`src/rtl/arch_defs_pkg.sv`:
```
// Shared architecture definitions: datapath width, display FSM states and
// seven-segment encodings (active-low, ordered {g,f,e,d,c,b,a}).
package arch_defs_pkg;

    localparam int unsigned DATA_WIDTH = 8;
    localparam int unsigned BCD_DIGITS = 3;
    localparam int unsigned BCD_W      = 4 * BCD_DIGITS;

    typedef enum logic [1:0] {
        IDLE  = 2'd0,
        SHIFT = 2'd1,
        DONE  = 2'd2
    } disp_state_t;

    localparam logic [6:0] SEG_BLANK = 7'h7F;

    // Index n holds the pattern for decimal digit n.
    localparam logic [9:0][6:0] SEG_DIGITS = {
        7'h10, 7'h00, 7'h78, 7'h02, 7'h12,
        7'h19, 7'h30, 7'h24, 7'h79, 7'h40
    };

endpackage

```
`src/rtl/seg7_decoder.sv`:
```
// Combinational BCD digit to active-low seven-segment decode with blanking.
module seg7_decoder
    import arch_defs_pkg::*;
(
    input  logic [3:0] bcd,
    input  logic       blank,
    output logic [6:0] seg_c
);

    always_comb begin
        seg_c = SEG_BLANK;
        if (!blank) begin
            case (bcd)
                4'd0:    seg_c = SEG_DIGITS[0];
                4'd1:    seg_c = SEG_DIGITS[1];
                4'd2:    seg_c = SEG_DIGITS[2];
                4'd3:    seg_c = SEG_DIGITS[3];
                4'd4:    seg_c = SEG_DIGITS[4];
                4'd5:    seg_c = SEG_DIGITS[5];
                4'd6:    seg_c = SEG_DIGITS[6];
                4'd7:    seg_c = SEG_DIGITS[7];
                4'd8:    seg_c = SEG_DIGITS[8];
                4'd9:    seg_c = SEG_DIGITS[9];
                default: seg_c = SEG_BLANK;
            endcase
        end
    end

endmodule

```
`src/rtl/bcd_display_driver.sv`:
```
// Sequential double-dabble binary-to-BCD converter feeding a multiplexed
// 4-digit seven-segment display with leading-zero blanking.
module bcd_display_driver #(
    parameter int unsigned DATA_WIDTH  = arch_defs_pkg::DATA_WIDTH,
    parameter int unsigned REFRESH_DIV = 50000
) (
    input  logic                  clk,
    input  logic                  reset,
    input  logic [DATA_WIDTH-1:0] out_val,
    input  logic                  load,
    output logic [6:0]            seg,
    output logic [3:0]            an,
    output logic                  busy
);

    import arch_defs_pkg::*;

    localparam int unsigned BIT_W = $clog2(DATA_WIDTH + 1);
    localparam int unsigned REF_W = (REFRESH_DIV > 2) ? $clog2(REFRESH_DIV) : 1;

    disp_state_t           state, state_d;
    logic [DATA_WIDTH-1:0] bin_q, bin_d;
    logic [BCD_W-1:0]      bcd_q, bcd_d, bcd_adj;
    logic [BIT_W-1:0]      bit_cnt, bit_cnt_d;
    logic [DATA_WIDTH-1:0] pend_val, pend_val_d;
    logic                  pend_flag, pend_flag_d;
    logic [BCD_W-1:0]      disp_q, disp_d;
    logic                  busy_d;
    logic [1:0]            scan_idx, scan_d;
    logic [REF_W-1:0]      ref_cnt, ref_cnt_d;
    logic [3:0]            an_d;
    logic [3:0]            sel_bcd;
    logic                  sel_blank;
    logic [6:0]            seg_c;
    logic [BCD_W+DATA_WIDTH-1:0] shift_c;

    // Add-3 correction on every BCD nibble that is 5 or more.
    always_comb begin
        bcd_adj = bcd_q;
        for (int i = 0; i < int'(BCD_DIGITS); i++) begin
            if (bcd_q[4*i +: 4] >= 4'd5) begin
                bcd_adj[4*i +: 4] = bcd_q[4*i +: 4] + 4'd3;
            end
        end
    end

    assign shift_c = {bcd_adj[BCD_W-2:0], bin_q, 1'b0};

    // Conversion FSM, pending-load capture and display commit.
    always_comb begin
        state_d     = state;
        bin_d       = bin_q;
        bcd_d       = bcd_q;
        bit_cnt_d   = bit_cnt;
        pend_val_d  = pend_val;
        pend_flag_d = pend_flag;
        disp_d      = disp_q;
        case (state)
            IDLE: begin
                if (load) begin
                    bin_d     = out_val;
                    bcd_d     = '0;
                    bit_cnt_d = '0;
                    state_d   = SHIFT;
                end
            end
            SHIFT: begin
                bcd_d     = shift_c[BCD_W+DATA_WIDTH-1:DATA_WIDTH];
                bin_d     = shift_c[DATA_WIDTH-1:0];
                bit_cnt_d = bit_cnt + BIT_W'(1);
                if (bit_cnt == BIT_W'(DATA_WIDTH - 1)) begin
                    state_d = DONE;
                end
                if (load) begin
                    pend_val_d  = out_val;
                    pend_flag_d = 1'b1;
                end
            end
            DONE: begin
                disp_d = bcd_q;
                // A load sampled here is newer than any pending value, so it wins.
                if (load || pend_flag) begin
                    bin_d       = load ? out_val : pend_val;
                    bcd_d       = '0;
                    bit_cnt_d   = '0;
                    pend_flag_d = 1'b0;
                    state_d     = SHIFT;
                end else begin
                    state_d = IDLE;
                end
            end
            default: state_d = IDLE;
        endcase
        busy_d = (state_d != IDLE);
    end

    // Digit scan timing; outputs are registered from next-state values.
    always_comb begin
        ref_cnt_d = ref_cnt + REF_W'(1);
        scan_d    = scan_idx;
        if (ref_cnt == REF_W'(REFRESH_DIV - 1)) begin
            ref_cnt_d = '0;
            scan_d    = scan_idx + 2'd1;
        end
        an_d = ~(4'b0001 << scan_d);
        case (scan_d)
            2'd0: begin
                sel_bcd   = disp_d[3:0];
                sel_blank = 1'b0;
            end
            2'd1: begin
                sel_bcd   = disp_d[7:4];
                sel_blank = (disp_d[11:4] == 8'd0);
            end
            2'd2: begin
                sel_bcd   = disp_d[11:8];
                sel_blank = (disp_d[11:8] == 4'd0);
            end
            default: begin
                sel_bcd   = 4'd0;
                sel_blank = 1'b1;
            end
        endcase
    end

    seg7_decoder u_dec (
        .bcd   (sel_bcd),
        .blank (sel_blank),
        .seg_c (seg_c)
    );

    always_ff @(posedge clk or negedge reset) begin
        if (!reset) begin
            state     <= IDLE;
            bin_q     <= '0;
            bcd_q     <= '0;
            bit_cnt   <= '0;
            pend_val  <= '0;
            pend_flag <= 1'b0;
            disp_q    <= '0;
            busy      <= 1'b0;
            scan_idx  <= 2'd0;
            ref_cnt   <= '0;
            seg       <= SEG_BLANK;
            an        <= 4'hF;
        end else begin
            state     <= state_d;
            bin_q     <= bin_d;
            bcd_q     <= bcd_d;
            bit_cnt   <= bit_cnt_d;
            pend_val  <= pend_val_d;
            pend_flag <= pend_flag_d;
            disp_q    <= disp_d;
            busy      <= busy_d;
            scan_idx  <= scan_d;
            ref_cnt   <= ref_cnt_d;
            seg       <= seg_c;
            an        <= an_d;
        end
    end

endmodule

```
`config.mk`:
```
export PLATFORM = sky130hd
export DESIGN_NAME = bcd_display_driver
export DESIGN_NICKNAME = d
export VERILOG_FILES = /design/src/rtl/arch_defs_pkg.sv /design/src/rtl/seg7_decoder.sv /design/src/rtl/bcd_display_driver.sv
export SDC_FILE = /design/constraint.sdc
export NUM_CORES = 1
export LEC_CHECK = 0
export BUFFER_PORTS_ARGS = -buffer_cell sky130_fd_sc_hd__buf_4
export CAP_MARGIN = 15
export CORE_ASPECT_RATIO = 1.75
export CORE_MARGIN = 2
export CORE_UTILIZATION = 44
export CTS_CLUSTER_DIAMETER = 60
export DETAILED_ROUTE_END_ITERATION = 10
export SYNTH_ARGS = -nofsm -noshare
export SYNTH_HDL_FRONTEND = slang
export SYNTH_HIERARCHICAL = 1
export SYNTH_SLANG_ARGS = --single-unit
```
`constraint.sdc`:
```
create_clock -name clk -period 6.8 [get_ports clk]
set_input_delay 0.34 -clock clk [delete_from_list [all_inputs] [get_ports clk]]
set_output_delay 0.34 -clock clk [all_outputs]
set_load 0.05 [all_outputs]
```
==> qor.yml, run 1 <==
run_status:
  status: "finished, final reports clean"
pwr:
  p_int_mw: 1.07
  clkPwrFrac_pct: 32.5
  power.switching_mw: 0.505
  swShare_pct: 32.1
  irDropWorstVdd_mv: 0.156
  portion_of_total_power_attributed_to_combinational_logic_pct: 28.8
  static-leakage-power_nw: 2.11
  power.share.sequential_pct: 38.7
  p_per_area_nw_per_um2: 335
placement:
  dp_hpwl_um: 5670
  place_inst: 533
  gp_congestion: 0.793
  detailedPlace.worstSlack_ps: 3300
  io_buffer_count: 22
critical_path:
  critical_path.most_common_cell: "sky130_fd_sc_hd__inv_1"
  crit_path_top_delay_cell: "sky130_fd_sc_hd__ha_1"
  timing.setup.critical_path_class: "flop to flop"
  cp_num_buf_inv: 2
  required_ps: 7060
  crit_path_start_kind: "flop"
  timing.critical_path.max_delay_family: "simple AND/OR/NAND/NOR gates"
  crit_arrival_ps: 3750
  path_cells: "inv_1 -> ha_1 -> mux2i_1 -> inv_1 -> nor4_1 -> o2bb2ai_1 -> nor4_2 -> nor2_1 -> a21oi_1"
  crit_path_end_kind: "flop"
  critPathMaxStageDelay_ps: 900
  crit_fanout: 23
sta:
  worst_slew_pin_slew_ps: 1110
  setup_viols_final: 0
  final_worst_path_setup_slack_ps: 3310
  setup_total_negative_slack_ps: 0
  layout_worst_path_cycle_share_pct: 51.4
  fin_skew_ps: 5.70
  finalMaxSlewViolations: 0
  grt_setup_unrepaired: "false"
  hold_viol: 0
  min_period_ps: 3490
  fmax_ghz: 0.286
  max-slew-margin-rel_pct: 26.0
global_route:
  grt.total_usage_pct: 17.2
  grt_first_pass_wirelength_um: 14200
  grt.overflow.total: 0
  largest_net_degree_at_the_start_of_global_routing: 78
  antenna_found_initial: 0
  number_of_global_route_vias_before_repair: 3059
die:
  dieArea_um2: 10200
  dieWidth_um: 77.4
  floorplan.initialDensity_pct: 45.6
  coreArea_um2: 9090
  fp-row-count: 46
  die_h_um: 132
  io_pins: 23
routing:
  post_drt_via_cell_ratio: 5.40
  route.antenna.remaining_nets: 0
  post-route-drc-count: 0
  dr.pass1.iters: 8
  detail_route.wirelength_um: 8180
  drt_iter0_drc: 238
  wire_per_inst_um: 14.9
  total_number_of_vias: 2965
layout:
  area_taken_by_multi_input_logic_gates_um2: 2000
  layout.cells.most_common_list: "66 x sky130_fd_sc_hd__dfrtp_1, 39 x sky130_fd_sc_hd__nor2_1, 33 x sky130_fd_sc_hd__o21ai_0"
  layout.filler_cells: 846
  mostFrequentLayoutCell: "sky130_fd_sc_hd__dfrtp_1"
  seqCellArea_um2: 1940
  diodes: 0
  nets: 452
  util_after_layout_pct: 51.6
  drive_above_1_share_pct: 16.3
  layoutNonFillerInstCount: 549
  area_growth_pct: 13.1
min_path:
  hold_path.class: "input port to async pin"
clock_network:
  cts_max_level: 3
  cts_inserted_buffers: 9
  cts_hold_repair.buffers: 0
  cts_tree: "done"
  clkSlewWorstSetupHoldPaths_ps: 60
  cts-root-buf: "sky130_fd_sc_hd__clkbuf_16"
  postCtsSetupBuffers: 0
  ctsLongestPathBuffers: 2
  clk-insertion-delay-late_ps: 330
  cts_sinks: 77
  cts_resized: 0
logic_synthesis:
  synth_enable_flop_cells: 0
  post_synth_inst_count: 409
  mappedNetlistNets: 437
  synth_area_um2: 4150
  synth_area_per_cell_um2: 10.1
  ffs_latches_synth: 77
  synth_cell_type_count: 49
  yosys_most_used_dff: "sky130_fd_sc_hd__dfrtp_1"
  synth_async_sr_flop_share_pct: 100
  seq_total_area_yosys_pct: 46.8
  ys_warn_count: 6
flow_run:
  max_cap_viol_count: 0
==> final cells by class <==
cell class              count  share of cell area (%)
multi-input cells         285                    42.5
flip-flops and latches     77                    41.4
clock buffers              12                    5.25
repair buffers             25                    4.00
well taps                 120                    3.20
inverters                  26                    2.08
clock inverters             4                    1.55
==> cell usage after synthesis, types with 4 or more instances <==
cell | instances | area [um^2]
sky130_fd_sc_hd__clkbuf_1 | 14 | 52.6
sky130_fd_sc_hd__inv_1 | 25 | 93.8
sky130_fd_sc_hd__nor2b_1 | 5 | 31.3
sky130_fd_sc_hd__o21ai_0 | 33 | 165
sky130_fd_sc_hd__a22o_1 | 19 | 166
sky130_fd_sc_hd__buf_6 | 4 | 45.0
sky130_fd_sc_hd__ha_1 | 17 | 213
sky130_fd_sc_hd__nor2_1 | 39 | 146
sky130_fd_sc_hd__nand2_1 | 20 | 75.1
sky130_fd_sc_hd__xnor2_1 | 10 | 87.6
sky130_fd_sc_hd__o21bai_1 | 5 | 37.5
sky130_fd_sc_hd__a21oi_1 | 18 | 90.1
sky130_fd_sc_hd__dfstp_2 | 11 | 289
sky130_fd_sc_hd__o31ai_1 | 8 | 60.1
sky130_fd_sc_hd__dfrtp_1 | 66 | 1650
sky130_fd_sc_hd__nand2b_1 | 13 | 81.3
sky130_fd_sc_hd__mux2_2 | 9 | 101
sky130_fd_sc_hd__nor3_1 | 6 | 30.0
sky130_fd_sc_hd__nand3_1 | 11 | 55.1
sky130_fd_sc_hd__xor2_1 | 8 | 70.1
sky130_fd_sc_hd__nand4_1 | 4 | 25.0
sky130_fd_sc_hd__mux2i_1 | 19 | 190
sky130_fd_sc_hd__a222oi_1 | 7 | 70.1
==> power groups by stage <==
stage / Combinational [mW] / Clock (mW) / Sequential, mW
floorplan: 0.325 / 0 / 0.627
global placement: 0.450 / 0 / 0.612
detailed placement: 0.459 / 0 / 0.615
CTS: 0.461 / 0.520 / 0.608
global route: 0.512 / 0.545 / 0.622
finish: 0.453 / 0.510 / 0.608
==> sequential cells by signal, indices dropped and copies added, names as in the netlist <==
register   flops
busy           1
scan_idx       2
state          2
pend_val       8
an             4
bcd_q         12
bit_cnt        4
disp_q        12
seg            7
ref_cnt       16
pend_flag      1
bin_q          8
==> stage by stage <==
stage	instance area, um^2	hold WS, ps	power, mW
after detailed placement	4370	477	1.07
after floorplan	4150	44.4	0.953
final	4690	161	1.57
after global placement	4370	474	1.06
after global routing	4690	251	1.68
after CTS	4690	215	1.59
==> kinds of logic (layout without fill, tap and decap cells) <==
logic type	count (synthesis)	after routing	synth area share [%]
muxes	28	28	7.03
AOI/OAI and AO/OA	98	98	15.6
DFF	77	77	46.8
xor gates and xnor gates	18	18	3.80
buffers and inverters	47	67	5.07
adders and majority gates	17	17	5.13
and+or+nand+nor	124	124	16.6
==> path summary, 6_finish.rpt <==
kind	cells after the start	endpoint	slack (ps)	startpoint
min in group clk	2	pend_val[7]	260	out_val[7]
max reg2reg	9	seg[3]	3310	state[0]
max in group asynchronous	1	disp_q[3]	6000	reset
min reg2reg	1	ref_cnt[12]	490	ref_cnt[12]
min	1	bit_cnt[1]	160	reset
max	9	seg[3]	3310	state[0]
==> metal layers <==
layer / global-route usage [%] / share of wire (%) / wire [um]
met4: 8.63 / 2.5 / 203
met2: 30.0 / 53 / 4300
met5: 0 / 0 / 0
met3: 2.93 / 2.2 / 177
met1: 20.2 / 43 / 3500
==> worst reg2reg max path, stage by stage, from the launching register on <==
cell and delay [ps]:
sky130_fd_sc_hd__dfrtp_1 400, sky130_fd_sc_hd__inv_1 100, sky130_fd_sc_hd__ha_1 900, sky130_fd_sc_hd__mux2i_1 380, sky130_fd_sc_hd__inv_1 100, sky130_fd_sc_hd__nor4_1 400, sky130_fd_sc_hd__o2bb2ai_1 150, sky130_fd_sc_hd__nor4_2 620
sky130_fd_sc_hd__nor2_1 180, sky130_fd_sc_hd__a21oi_1 190
Power figures use the tool's default switching activity.
==> inputs of run 2 (changes only) <==
--- a/config.mk
+++ b/config.mk
@@ -5,6 +5,7 @@
 export SDC_FILE = /design/constraint.sdc
 export NUM_CORES = 1
 export LEC_CHECK = 0
+export ABC_AREA = 1
 export BUFFER_PORTS_ARGS = -buffer_cell sky130_fd_sc_hd__buf_4
 export CAP_MARGIN = 15
 export CORE_ASPECT_RATIO = 1.75
==> constraint.sdc (replaced) <==
create_clock -name clk -period 2.85 [get_ports clk]
set_input_delay 0.1425 -clock clk [delete_from_list [all_inputs] [get_ports clk]]
set_output_delay 0.1425 -clock clk [all_outputs]
set_load 0.05 [all_outputs]
==> qor.yml, run 2 <==
clock_network:
  cts_tree: "done"
  postCtsSetupBuffers: 0  # unchanged
  ctsLongestPathBuffers: 2  # unchanged
  cts-root-buf: "sky130_fd_sc_hd__clkbuf_16"
  cts_max_level: 3  # unchanged
  cts_resized: 0  # unchanged
  cts_inserted_buffers: 9  # unchanged
  clk-insertion-delay-late_ps: 340  # about the same
  cts_sinks: 77  # unchanged
  clkSlewWorstSetupHoldPaths_ps: 60  # about the same
sta:
  max-slew-margin-rel_pct: 36.3  # +10 points
  grt_setup_unrepaired: "false"
  setup_viols_final: 0  # unchanged
  worst_slew_pin_slew_ps: 955  # -155 ps
  hold_viol: 0  # unchanged
  fin_skew_ps: 8.53  # +2.84 ps
  finalHoldWorstSlack_ps: 79.7  # -80.8 ps
  min_period_ps: 2360  # -1130 ps
  fmax_ghz: 0.423  # +48%
  setup_total_negative_slack_ps: 0  # unchanged
  finalMaxSlewViolations: 0  # unchanged
  layout_worst_path_cycle_share_pct: 82.9  # +32 points
critical_path:
  crit_fanout: 22  # -4.3%
  path_cells: "inv_1 -> ha_1 -> inv_2 -> o21ai_0 -> nand3_1 -> nand3_1 -> inv_1 -> ha_1 -> nand2_1 -> nand3_1 -> nand2_1"
  reg2reg_from: "state[0]"
  crit_path_end_kind: "flop"
  rr_endpoint: "seg[3]"
  crit_start: "state[0]"
  critPathMaxStageDelay_ps: 410  # -490 ps
  timing.reg2reg.worst_path_depth: 11  # +2
  required_ps: 3130  # -3930 ps
  crit_path_top_delay_cell: "sky130_fd_sc_hd__dfrtp_1"
  timing.setup.critical_path_class: "flop to flop"
  critical_path.most_common_cell: "sky130_fd_sc_hd__nand3_1"
  r2r_slack_ps: 490  # -2820 ps
  worst_setup_path_endpoint: "seg[3]"
  crit_path_start_kind: "flop"
  crit_arrival_ps: 2640  # -1110 ps
die:
  die_h_um: 132  # -0.47%
  dieWidth_um: 77.0  # -0.46%
  coreArea_um2: 9090  # unchanged
  floorplan.initialDensity_pct: 45.2  # -0.44 points
  fp-row-count: 46  # unchanged
  io_pins: 23  # unchanged
  dieArea_um2: 10200  # -0.93%
layout:
  layout.filler_cells: 904  # +6.9%
  area_growth_pct: 13.6
  register_with_the_most_flip_flops: "ref_cnt"
  largest_register_ffs: 16  # unchanged
  layout.cells.most_common_list: "96 x sky130_fd_sc_hd__nand2_1, 66 x sky130_fd_sc_hd__dfrtp_1, 60 x sky130_fd_sc_hd__inv_1"
  mostFrequentLayoutCell: "sky130_fd_sc_hd__nand2_1"
  drive_above_1_share_pct: 16.8  # +0.51 points
  nets: 541  # +20%
  layout_top_registers: "ref_cnt (16), bcd_q (12), disp_q (12)"
  diodes: 0  # unchanged
logic_synthesis:
  share_of_yosys_cell_area_claimed_by_the_top_area_cell_type_pct: 40.2  # +0.39 points
  synth_async_sr_flop_share_pct: 100  # unchanged
  synth.most_common_cell: "sky130_fd_sc_hd__nand2_1"
  synth_enable_flop_cells: 0  # unchanged
  mappedNetlistNets: 519  # +19%
  synth_area_um2: 4110  # -0.97%
  synth_area_per_cell_um2: 8.36  # -18%
  ys_warn_count: 6  # unchanged
  post_synth_inst_count: 491  # +20%
  ffs_latches_synth: 77  # unchanged
  netlist.top_cell.by_area: "sky130_fd_sc_hd__dfrtp_1"
  ys_top_cells_by_area: "sky130_fd_sc_hd__dfrtp_1 40%, sky130_fd_sc_hd__nand2_1 8.8%, sky130_fd_sc_hd__dfstp_2 7.0%"
  seq_total_area_yosys_pct: 47.3  # +0.46 points
  netlist_top_cells_count: "96 x sky130_fd_sc_hd__nand2_1, 66 x sky130_fd_sc_hd__dfrtp_1, 60 x sky130_fd_sc_hd__inv_1, 43 x sky130_fd_sc_hd__nor2_1, 40 x sky130_fd_sc_hd__nand3_1"
  yosys_most_used_dff: "sky130_fd_sc_hd__dfrtp_1"
  synth_cell_type_count: 36  # -27%
placement:
  gp_congestion: 0.836  # +5.4%
  io_buffer_count: 22  # unchanged
  dp_hpwl_um: 6070  # +7.1%
global_route:
  antenna_found_initial: 0  # unchanged
  largest_net_degree_at_the_start_of_global_routing: 78  # unchanged
  grt.overflow.total: 0  # unchanged
  grt.total_usage_pct: 18.3  # +1.0 points
  number_of_global_route_vias_before_repair: 3235  # +5.8%
  grt_first_pass_wirelength_um: 14800  # +4.0%
pwr:
  irDropWorstVdd_mv: 0.438  # +180%
  swShare_pct: 32.8  # +0.62 points
  p_int_mw: 2.43  # +130%
  power.share.sequential_pct: 38.7  # about the same
  static-leakage-power_nw: 2.29  # +8.7%
  power.switching_mw: 1.19  # +140%
  clkPwrFrac_pct: 33.5  # +1.0 points
  portion_of_total_power_attributed_to_combinational_logic_pct: 27.8  # -1.0 points
  p_per_area_nw_per_um2: 776  # +130%
run_status:
  status: "finished, final reports clean"
routing:
  wire_per_inst_um: 13.1  # -12%
  drt_iter0_drc: 113  # -53%
  dr.pass1.iters: 5  # -3
  post-route-drc-count: 0  # unchanged
  total_number_of_vias: 3178  # +7.2%
  post_drt_via_cell_ratio: 4.99  # -7.6%
  route.antenna.remaining_nets: 0  # unchanged
  detail_route.wirelength_um: 8330  # +1.9%
flow_run:
  max_cap_viol_count: 0  # unchanged
min_path:
  hold_path.class: "input port to flop"
  number_of_stages_on_the_worst_hold_path: 3
[run 2: worst min-delay path by stage]
stage               start          end  slack (ps)
6_report       out_val[2]  pend_val[2]          80
5_1_grt        out_val[1]  pend_val[1]          90
4_1_cts        out_val[2]  pend_val[2]          70
3_5_place_dp        reset   ref_cnt[3]         360
3_3_place_gp        reset   ref_cnt[5]         350
2_1_floorplan       reset     bcd_q[0]        -150
[run 2: metal layers]
layer	vias up	track usage (%)	wire length (um)
met5	-	0	0
met4	0	7.74	202
met3	15	4.38	232
met2	52	34.0	4550
met1	1485	19.3	3350
li1	1626	-	-
[run 2: power groups by stage]
| stage | Clock, mW | Combinational, mW | Sequential, mW |
|---|---|---|---|
| floorplan | 0 | 0.707 | 1.47 |
| global placement | 0 | 0.997 | 1.41 |
| detailed placement | 0 | 1.01 | 1.42 |
| CTS | 1.25 | 1.02 | 1.40 |
| global route | 1.29 | 1.16 | 1.43 |
| finish | 1.21 | 1.00 | 1.40 |
[run 2: metrics by stage]
| stage | power, mW | cell area (um^2) | utilization (%) | setup WS, ps | cells |
|---|---|---|---|---|---|
| after floorplan | 2.17 | 4110 | - | 849 | 491 |
| after global placement | 2.41 | 4340 | 47.7 | 628 | 621 |
| after detailed placement | 2.43 | 4340 | 47.7 | 497 | 621 |
| after CTS | 3.67 | 4670 | 51.3 | 484 | 637 |
| after global routing | 3.88 | 4670 | 51.3 | 225 | 637 |
| final | 3.62 | 4670 | 51.3 | 487 | 637 |
[run 2: kinds of logic after synthesis]
group	count (synthesis)	synth area share, %
xor gates and xnor gates	14	2.99
adders and majority gates	17	5.18
and+or+nand+nor	222	25.0
DFF	77	47.3
buffers and inverters	81	8.41
muxes	1	0.244
AOI/OAI and AO/OA	79	10.9
[run 2: area by class of cell]
cell class	instances	area (um^2)	share of cell area, %
sequential	77	1940	41.6
multi-input combinational	333	1820	39.0
tap	120	150	3.22
clock inverter	4	72.6	1.56
inverter	68	256	5.50
timing repair buffer	24	183	3.92
clock buffer	11	243	5.20
[run 2: repair_timing]
item / CTS / global route
endpoints found under the hold margin: 20 / 0
hold buffers: 1 / 0
setup endpoints to repair: 0 / 0
[run 2: worst max-delay path: cells and delay by family, from the launching register on]
kind	cells	cell delay, ps
adder cells (fa/ha/maj)	2	630
buffers and inverters	3	440
AO/OA/AOI/OAI	1	260
AND/OR/NAND/NOR	5	540
flip-flops	1	410
